<file path="config.mk">
export PLATFORM = sky130hd
export DESIGN_NAME = eth_rst_seq
export DESIGN_NICKNAME = d
export VERILOG_FILES = /design/src/rtl/eth_rst_seq.sv
export SDC_FILE = /design/constraint.sdc
export NUM_CORES = 1
export LEC_CHECK = 0
export ABC_AREA = 0
export ABC_CLOCK_PERIOD_IN_PS = 2700
export BUFFER_PORTS_ARGS = -buffer_cell sky130_fd_sc_hd__buf_2
export CORE_AREA = 2 2 62 64
export CTS_CLUSTER_DIAMETER = 80
export DETAILED_ROUTE_END_ITERATION = 7
export DIE_AREA = 0 0 64 66
export MAX_ROUTING_LAYER = met4
export PLACE_DENSITY = 0.78
export SLEW_MARGIN = 25
export SYNTH_ARGS = -nofsm -noshare
export SYNTH_HDL_FRONTEND = slang
export SYNTH_SLANG_ARGS = --single-unit
</file>
<file path="constraint.sdc">
create_clock -name clk_in -period 2.7 [get_ports clk_in]
set_input_delay 0.27 -clock clk_in [delete_from_list [all_inputs] [get_ports clk_in]]
set_output_delay 0.27 -clock clk_in [all_outputs]
set_load 0.02 [all_outputs]
</file>
<file path="src/rtl/eth_rst_seq.sv">
// Ethernet reset sequencer.
// Waits for a stable clock-generator lock, then holds the PHY in hardware
// reset for a fixed time and lets it settle before the MAC is released.
// Lock loss at any point past IDLE restarts the whole sequence. A software
// request in RUN re-runs only the PHY reset and settle phases.
module eth_rst_seq #(
  parameter int unsigned LOCK_STABLE_CYCLES = 1024,
  parameter int unsigned PHY_RST_CYCLES     = 1250000,
  parameter int unsigned PHY_WAIT_CYCLES    = 6250,
  parameter int unsigned CNT_W              = 24
) (
  input  logic       clk_in,
  input  logic       rst_in,
  input  logic       clk_locked,
  input  logic       sw_rst_req,
  output logic       phy_rst_n,
  output logic       eth_rst_n,
  output logic       rst_done,
  output logic [2:0] seq_state,
  output logic [7:0] lock_loss_cnt
);

  typedef enum logic [2:0] {
    ST_IDLE     = 3'd0,
    ST_STABLE   = 3'd1,
    ST_PHY_RST  = 3'd2,
    ST_PHY_WAIT = 3'd3,
    ST_RUN      = 3'd4
  } state_e;

  // Last counter value of each timed phase; the phase ends on this count.
  localparam logic [CNT_W-1:0] STABLE_LAST   = CNT_W'(LOCK_STABLE_CYCLES - 32'd1);
  localparam logic [CNT_W-1:0] PHY_RST_LAST  = CNT_W'(PHY_RST_CYCLES - 32'd1);
  localparam logic [CNT_W-1:0] PHY_WAIT_LAST = CNT_W'(PHY_WAIT_CYCLES - 32'd1);
  localparam logic [CNT_W-1:0] CNT_ZERO      = {CNT_W{1'b0}};
  localparam logic [CNT_W-1:0] CNT_ONE       = CNT_W'(1);

  logic             sync1_q;
  logic             sync2_q;
  logic             locked_s;
  state_e           state_q,     state_d;
  logic [CNT_W-1:0] cnt_q,       cnt_d;
  logic             phy_rst_n_q, phy_rst_n_d;
  logic             eth_rst_n_q, eth_rst_n_d;
  logic             rst_done_q,  rst_done_d;
  logic [7:0]       llc_q,       llc_d;

  assign locked_s = sync2_q;

  // Two-flop synchroniser bringing the asynchronous lock flag into clk_in.
  always_ff @(posedge clk_in or negedge rst_in) begin
    if (!rst_in) begin
      sync1_q <= 1'b0;
      sync2_q <= 1'b0;
    end else begin
      sync1_q <= clk_locked;
      sync2_q <= sync1_q;
    end
  end

  // Next-state and phase counter; lock loss outranks every other transition.
  always_comb begin
    state_d = state_q;
    cnt_d   = CNT_ZERO;
    case (state_q)
      ST_IDLE: begin
        if (locked_s) begin
          state_d = ST_STABLE;
        end else begin
          state_d = ST_IDLE;
        end
      end
      ST_STABLE: begin
        if (!locked_s) begin
          state_d = ST_IDLE;
        end else if (cnt_q == STABLE_LAST) begin
          state_d = ST_PHY_RST;
        end else begin
          cnt_d = cnt_q + CNT_ONE;
        end
      end
      ST_PHY_RST: begin
        if (!locked_s) begin
          state_d = ST_IDLE;
        end else if (cnt_q == PHY_RST_LAST) begin
          state_d = ST_PHY_WAIT;
        end else begin
          cnt_d = cnt_q + CNT_ONE;
        end
      end
      ST_PHY_WAIT: begin
        if (!locked_s) begin
          state_d = ST_IDLE;
        end else if (cnt_q == PHY_WAIT_LAST) begin
          state_d = ST_RUN;
        end else begin
          cnt_d = cnt_q + CNT_ONE;
        end
      end
      ST_RUN: begin
        if (!locked_s) begin
          state_d = ST_IDLE;
        end else if (sw_rst_req) begin
          state_d = ST_PHY_RST;
        end else begin
          state_d = ST_RUN;
        end
      end
      default: begin
        state_d = ST_IDLE;
      end
    endcase
  end

  // Output decode from the next state so outputs flip on the same edge as the state.
  always_comb begin
    phy_rst_n_d = 1'b0;
    eth_rst_n_d = 1'b0;
    rst_done_d  = 1'b0;
    case (state_d)
      ST_PHY_WAIT: begin
        phy_rst_n_d = 1'b1;
      end
      ST_RUN: begin
        phy_rst_n_d = 1'b1;
        eth_rst_n_d = 1'b1;
        rst_done_d  = 1'b1;
      end
      default: begin
        phy_rst_n_d = 1'b0;
      end
    endcase
  end

  // Saturating count of lock losses that knock the sequencer out of RUN.
  always_comb begin
    llc_d = llc_q;
    if ((state_q == ST_RUN) && !locked_s && (llc_q != 8'hFF)) begin
      llc_d = llc_q + 8'd1;
    end else begin
      llc_d = llc_q;
    end
  end

  // State, counter and registered outputs.
  always_ff @(posedge clk_in or negedge rst_in) begin
    if (!rst_in) begin
      state_q     <= ST_IDLE;
      cnt_q       <= CNT_ZERO;
      phy_rst_n_q <= 1'b0;
      eth_rst_n_q <= 1'b0;
      rst_done_q  <= 1'b0;
      llc_q       <= 8'd0;
    end else begin
      state_q     <= state_d;
      cnt_q       <= cnt_d;
      phy_rst_n_q <= phy_rst_n_d;
      eth_rst_n_q <= eth_rst_n_d;
      rst_done_q  <= rst_done_d;
      llc_q       <= llc_d;
    end
  end

  assign phy_rst_n     = phy_rst_n_q;
  assign eth_rst_n     = eth_rst_n_q;
  assign rst_done      = rst_done_q;
  assign seq_state     = state_q;
  assign lock_loss_cnt = llc_q;

endmodule
</file>
==> qor.txt, run 1 <==
Routed via count: 1488
Grt peak-use layer: met2
Family of cells with the greatest summed delay on the critical path: simple AND/OR/NAND/NOR gates
Final RePlAce weighted congestion: 0.839
Via count of the first global-routing pass: 1417
Number of buffers inserted during clock tree synthesis: 5
Placed Instances: 257
Effective utilization at floorplan: 56.0%
Area fraction of the dominant cell type after synthesis: 49.1%
Cell type with the highest aggregate area in the netlist: dfrtp_1
Library cell contributing the largest single delay on the critical path: dfrtp_1
Number of input and output port buffers inserted: 17
Wire length after detailed routing: 3960 µm
Root Buffer Master: clkbuf_4
Drt pass-1 iters: 5
Post-synth ARST share: 100%
Proportion of synthesized chip area in sequential cells: 49.1%
Register area: 976 µm²
Category of the worst setup path capture point: flop
Met1 Use GR: 27.1%
Category of the most critical setup path: flop to flop
Final Max Slew Viols: 0
Clock skew after layout: 0.0103 ns
Layout overhead on the synthesized area: 13.3%
Clock insertion delay at the later pin of the skew report: 0.36 ns
Met3 demand-to-capacity share in global routing: 7.67%
Core Box Area: 3550 µm²
PD cells: 495 nW/µm²
Setup-violating endpoint count in the final report: 0
Post-cts resize count: 0
Total number of clock tree sinks: 39
Violations in the final reports: hold timing
Period Utilization, post-route: 83.3%
Yosys Warn Count: 0
Endpoints failing hold: 10
Unrepaired setup endpoints after global routing: no
Post-synth EDFFs: 0
Die Ht: 66 µm
Dominant register cell in the synthesized netlist: dfrtp_1
Post-Route Setup TNS: 0 ns
Largest net degree at the start of global routing: 40
Most repeated cell in the gate-level netlist after synthesis: dfrtp_1
Diodes inserted: 0
GRT Overall Usage: 22.0%
I/O pins: 18
Horizontal die dimension: 64 µm
# Max-Cap Violations: 0
Tightest hold margin: -0.00390 ns
Top fanout value on the critical path: 16
Core Rows: 22
Peak ir drop on the vdd network: 0.408 mV
Dominant cell type by count on the critical path: nand4_1
DR iter-0 viols: 128
Worst Path Arrival: 2.50 ns
Vias/cell: 5.59
Layout cell share with drive strength beyond 1: 18.8%
Layout Nets: 224
Cells traversed along the worst timing path: ha_1 > nand4_1 > nor3_1 > nand4_1 > a22oi_4 > buf_12 > nor2_1
Outcome: finished, violations left
Combined area of the multi-input logic cells: 962 µm²
P_leak: 1.00 nW
Max Clk Rate: 445 MHz
Netlist Area Pre-Place: 1990 µm²
Synth area leaders: dfrtp_1 49%, xor2_1 7.0%, nor2_1 6.2%, xnor2_1 5.7%, nand3_1 4.5%
Slew at the pin closest to its max-slew limit: 0.827 ns
TritonCTS clock tree: done
Crit path time final: 2.25 ns
Buffer depth of the longest clock path: 2
GR Util met2: 33.6%
Worst hold path type: input pin to async pin
Commonest cells in the netlist: 39 x dfrtp_1, 33 x nor2_1, 18 x nand3_1
Die outline area: 4220 µm²
Critical Path Start Type: flop
Clock-pin slew on the worst setup and hold paths: 0.12 ns
Detail Placement HPWL: 2790 µm
Count of buffer and inverter cells on the critical path: 1
Post-layout instance count excluding filler cells: 266
Total nets after synthesis: 200
Filler cell count in the final layout: 292
Global-route wire length before repair: 6820 µm
Largest incremental delay on the critical path: 0.44 ns
Number of antenna violations at the first check in global routing: 0
Total power: 1.11 mW
Number of buffers inserted to repair setup after CTS: 0
WP data required: 2.95 ns
Synthesized instance count: 193
Routed wirelength normalized by instance count: 14.9 µm
Post-synthesis area per instance: 10.3 µm²
Max_slew headroom: 44.9%
Distinct cells, synth: 39
Clock H-tree levels: 2
Seq cells post-synth: 39
Post-route DRC violation count: 0
DRT antenna net count: 0
Remaining global-route overflow: 0
per-layer routing:
| metal | wire length [µm] | vias to the layer above | share of wire (%) |
|---|---|---|---|
| met4 | 70 | 0 | 1.8 |
| li1 | - | 726 | - |
| met2 | 1940 | 31 | 49 |
| met5 | 0 | - | 0 |
| met3 | 219 | 11 | 5.5 |
| met1 | 1730 | 720 | 44 |
layout by cell type, fill, tap and decap left out, types with 4 or more instances in the layout:
| master | count |
|---|---|
| nand4_1 | 11 |
| buf_2 | 17 |
| nand3_1 | 18 |
| and3_1 | 5 |
| dfrtp_1 | 39 |
| nor2_1 | 33 |
| nand2_1 | 10 |
| nor4_1 | 4 |
| clkbuf_4 | 5 |
| xor2_1 | 16 |
| nor3_1 | 4 |
| xnor2_1 | 13 |
timing repair:
item,4_1_cts,5_1_grt
endpoints found under the setup margin,0,0
endpoints found under the hold margin,1,0
hold buffers,1,0
metrics by stage:
| stage | util (%) | worst slack, ns | cell area [µm²] |
|---|---|---|---|
| finish | 63.4 | 0.451 | 2250 |
| global route | 63.4 | 0.263 | 2250 |
| CTS | 63.4 | 0.443 | 2250 |
| detailed placement | 60.2 | 0.483 | 2140 |
| global placement | 60.2 | 0.498 | 2140 |
| floorplan | - | 0.681 | 1990 |
cells by family (layout without fill, tap and decap cells):
group / after synthesis / in the layout / share of synthesized area (%)
buffers and inverters: 8 / 33 / 2.52
and+or+nand+nor: 104 / 104 / 28.6
xor gates and xnor gates: 29 / 29 / 12.8
muxes: 1 / 1 / 0.566
DFF: 39 / 39 / 49.1
AOI/OAI and AO/OA: 9 / 9 / 4.53
adders and majority gates: 3 / 3 / 1.89
flip-flops by register name, indices dropped and copies added (netlist names):
register       flops
locked_s           1
sync1_q            1
lock_loss_cnt      8
rst_done           1
seq_state          3
phy_rst_n          1
cnt_q             24
area by class of cell:
class,count,share of cell area (%)
repair buffers,22,6.11
well taps,48,2.67
clock buffers,5,1.67
clock inverters,3,3.00
flip-flops and latches,39,43.3
inverters,3,0.500
multi-input cells,146,42.7
path summary, 6_finish.rpt:
path	startpoint	end	slack, ns	cells after the start
worst min-delay path	rst_in	cnt_q[4]$_DFF_PN0_	-0.004	1
max in group asynchronous	rst_in	cnt_q[18]$_DFF_PN0_	2.18	1
min in group clk_in	sw_rst_req	rst_done$_DFF_PN0_	0.13	2
worst max-delay path	cnt_q[0]$_DFF_PN0_	cnt_q[21]$_DFF_PN0_	0.45	7
worst max register to register	cnt_q[0]$_DFF_PN0_	cnt_q[21]$_DFF_PN0_	0.45	7
worst min register to register	sync1_q$_DFF_PN0_	locked_s$_DFF_PN0_	0.37	0
power by group:
part / internal (mW) / switching, mW / leakage (nW)
clock network: 0.288 / 0.200 / 0.0514
registers: 0.588 / 0.00420 / 0.537
logic: 0.0114 / 0.0238 / 0.413
total: 0.887 / 0.228 / 1.00
Power figures use the tool's default switching activity.
==> run 2: changes to the inputs <==
Settings changed: ABC_AREA 0 to 1, ABC_CLOCK_PERIOD_IN_PS 2700 to 2000, CORE_AREA 2 2 62 64 to 2 2 69 71, DIE_AREA 0 0 64 66 to 0 0 71 73, PLACE_DENSITY 0.78 to 0.76.
Clock period 2.7 ns to 2 ns, I/O delays scaled along.
==> qor.txt, run 2 <==
Outcome: complete, no violations
Final Max Slew Viols: 0 (unchanged)
Layout overhead on the synthesized area: 12.4%
Wire length after detailed routing: 5130 µm (+30%)
Peak ir drop on the vdd network: 0.384 mV (-5.8%)
Layout cell share with drive strength beyond 1: 16.8% (-2.0 points)
Tightest hold margin: 0.0153 ns (+0.0192 ns)
Post-synth ARST share: 100% (unchanged)
Remaining global-route overflow: 0 (unchanged)
Reg-to-reg endpoint: cnt_q[15]$_DFF_PN0_
Launch instance of the worst register-to-register path: cnt_q[0]$_DFF_PN0_
Post-synthesis area per instance: 7.79 µm² (-24%)
Detail Placement HPWL: 4050 µm (+45%)
Buffer depth of the longest clock path: 2 (unchanged)
Seq cells post-synth: 39 (unchanged)
Unrepaired setup endpoints after global routing: yes
Core Box Area: 4540 µm² (+28%)
Cell type with the highest aggregate area in the netlist: dfrtp_1
Endpoints failing hold: 0 (-10)
Period Utilization, post-route: 92.9% (+9.6 points)
DR iter-0 viols: 173 (+35%)
Reg2Reg Setup Slack: 0.14 ns (-0.31 ns)
Die outline area: 5180 µm² (+23%)
Setup-violating endpoint count in the final report: 0 (unchanged)
Synthesized instance count: 296 (+53%)
Clock insertion delay at the later pin of the skew report: 0.29 ns (-0.07 ns)
Dominant cell type by count on the critical path: nand3_2
Category of the worst setup path capture point: flop
Layout Nets: 335 (+50%)
Post-Route Setup TNS: 0 ns (unchanged)
# Max-Cap Violations: 0 (unchanged)
Dominant register cell in the synthesized netlist: dfrtp_1
Commonest cells in the netlist: 60 x nand2_1, 47 x inv_1, 39 x dfrtp_1
Max_slew headroom: 75.4% (+31 points)
Worst hold path type: input pin to flop
Category of the most critical setup path: flop to flop
Leading cell types in the layout, fill and taps excluded: 58 x nand2_1, 47 x inv_1, 39 x dfrtp_1, 33 x nor2_1, 29 x nand3_1
Max Clk Rate: 538 MHz (+21%)
Clock skew after layout: 0.00661 ns (-0.00374 ns)
Number of buffers inserted during clock tree synthesis: 5 (unchanged)
Flip-flop count of the largest register after layout: 24 (unchanged)
Start point of the worst hold path: clk_locked
Clock H-tree levels: 2 (unchanged)
Largest incremental delay on the critical path: 0.40 ns (-0.04 ns)
Number of input and output port buffers inserted: 17 (unchanged)
Cells traversed along the worst timing path: ha_2 > nand3_2 > nor3_4 > nand3_2 > nand2_2 > nand3_2 > buf_4 > and3b_1
Core Rows: 25 (+14%)
Core occupancy in the finished layout: 57.2% (-6.3 points)
Final RePlAce weighted congestion: 0.928 (+11%)
TritonCTS clock tree: done
GRT Overall Usage: 22.2% (+0.29 points)
Vias/cell: 5.27 (-5.8%)
Global-route wire length before repair: 8650 µm (+27%)
I/O pins: 18 (unchanged)
PD cells: 531 nW/µm² (+7.3%)
End of the worst hold path: sync1_q$_DFF_PN0_
Drt pass-1 iters: 4 (-1)
Post-synth EDFFs: 0 (unchanged)
Critical Path Start Type: flop
Register area: 976 µm² (unchanged)
Distinct cells, synth: 29 (-26%)
Die Ht: 73 µm (+11%)
Clock-pin slew on the worst setup and hold paths: 0.07 ns (-0.05 ns)
Crit path time final: 1.86 ns (-0.391 ns)
Via count of the first global-routing pass: 1884 (+33%)
P_leak: 1.40 nW (+40%)
Library cell contributing the largest single delay on the critical path: dfrtp_1
DRT antenna net count: 0 (unchanged)
Area fraction of the dominant cell type after synthesis: 42.3% (-6.8 points)
Post-route DRC violation count: 0 (unchanged)
Total nets after synthesis: 303 (+52%)
Most common cell after layout, fill and taps aside: nand2_1
Root Buffer Master: clkbuf_8
Diodes inserted: 0 (unchanged)
Filler cell count in the final layout: 423 (+45%)
Largest reg by FF count: cnt_q
Total number of clock tree sinks: 39 (unchanged)
Horizontal die dimension: 71 µm (+11%)
Number of antenna violations at the first check in global routing: 0 (unchanged)
Largest net degree at the start of global routing: 19 (-53%)
Worst hold path cell count: 1
Synth area leaders: dfrtp_1 42%, nand2_1 9.8%, inv_1 7.7%, nand3_1 6.3%, nor2_1 5.4%
Worst R2R Path Depth: 8 (+1)
WP data required: 2.19 ns (-0.76 ns)
Combined area of the multi-input logic cells: 1110 µm² (+15%)
Netlist Area Pre-Place: 2310 µm² (+16%)
Top fanout value on the critical path: 11 (-5)
Routed wirelength normalized by instance count: 13.5 µm (-9.6%)
Proportion of synthesized chip area in sequential cells: 42.3% (-6.8 points)
Yosys Warn Count: 0 (unchanged)
Most repeated cell in the gate-level netlist after synthesis: nand2_1
Worst Path Arrival: 2.04 ns (-0.46 ns)
Effective utilization at floorplan: 50.8% (-5.1 points)
Routed via count: 2008 (+35%)
Slew at the pin closest to its max-slew limit: 0.366 ns (-0.461 ns)
[run 2: changes by cell type in the layout (fill, tap and decap cells not counted), moves of 4 or more]
cell and change:
nand2_1 +48, buf_4 +9, nand3_1 +11, inv_1 +44, nor3_1 +8, clkbuf_4 -5
a31oi_1 +4, nor2_2 +4, xnor2_1 -9, xor2_1 -9, nand2_2 +5, nand3_2 +4
clkbuf_8 +5
[run 2: repair_timing]
| action | 4_1_cts | 5_1_grt |
|---|---|---|
| gates resized for setup | 0 | 3 |
| hold buffers | 1 | 0 |
| hold endpoints to repair | 22 | 0 |
| setup buffers | 0 | 1 |
| setup endpoints to repair | 0 | 5 |
[run 2: kinds of logic (layout without fill, tap and decap cells)]
logic type               count (synthesis)  count (layout)  synth area share, %
AO/OA/AOI/OAI                           16              16                 4.18
XOR/XNOR                                11              11                 4.18
adder cells (fa/ha/maj)                  3               3                 1.63
buffers and inverters                   53              84                 9.82
flip-flops                              39              39                 42.3
multiplexers                             2               2                0.977
AND/OR/NAND/NOR                        172             172                 36.9
[run 2: worst max-delay path by stage]
stage                                            start                            to  slack, ns  depth (start not counted)
final                               cnt_q[0]$_DFF_PN0_           cnt_q[15]$_DFF_PN0_       0.14                          8
after global routing                cnt_q[0]$_DFF_PN0_           cnt_q[15]$_DFF_PN0_     -0.003                          8
after CTS                           cnt_q[0]$_DFF_PN0_           cnt_q[15]$_DFF_PN0_       0.15                          8
after detailed placement            cnt_q[0]$_DFF_PN0_           cnt_q[15]$_DFF_PN0_       0.16                          8
after global placement              cnt_q[0]$_DFF_PN0_           cnt_q[15]$_DFF_PN0_       0.24                          8
after floorplan           lock_loss_cnt[0]$_DFFE_PN0P_  lock_loss_cnt[1]$_DFFE_PN0P_       0.21                          6
[run 2: area by class of cell]
cell class	count	share of cell area (%)
Multi-Input combinational cell	204	42.9
Sequential cell	39	37.6
Timing Repair Buffer	30	7.14
Inverter	48	6.95
Clock buffer	6	2.80
Tap cell	54	2.61
[run 2: stage by stage]
| stage | setup WS, ns | power [mW] | instances | area (µm²) |
|---|---|---|---|---|
| final | 0.142 | 1.38 | 381 | 2590 |
| after global routing | -0.00275 | 1.43 | 381 | 2590 |
| after CTS | 0.149 | 1.39 | 380 | 2580 |
| after detailed placement | 0.155 | 0.902 | 373 | 2490 |
| after global placement | 0.236 | 0.900 | 373 | 2490 |
| after floorplan | 0.208 | 0.864 | 296 | 2310 |
[run 2: layer usage]
layer / track usage [%] / part of all wire [%] / routed length [µm] / up-vias
met5: - / 0 / 0 / -
met4: 8.18 / 2.7 / 138 / 0
met3: 4.70 / 5.8 / 296 / 15
met2: 35.4 / 47 / 2410 / 60
met1: 28.2 / 45 / 2290 / 917
li1: - / - / - / 1016
[run 2: critical path, delay by kind of cell, from the launching register on]
family | cells | cell delay, ns
flops | 1 | 0.40
buf+inv | 1 | 0.18
fa+ha+maj | 1 | 0.25
simple gates | 6 | 0.93
[run 2: report_power, final]
| part | internal (mW) | switching [mW] |
|---|---|---|
| clock network | 0.232 | 0.258 |
| registers | 0.797 | 0.00883 |
| logic | 0.0289 | 0.0520 |
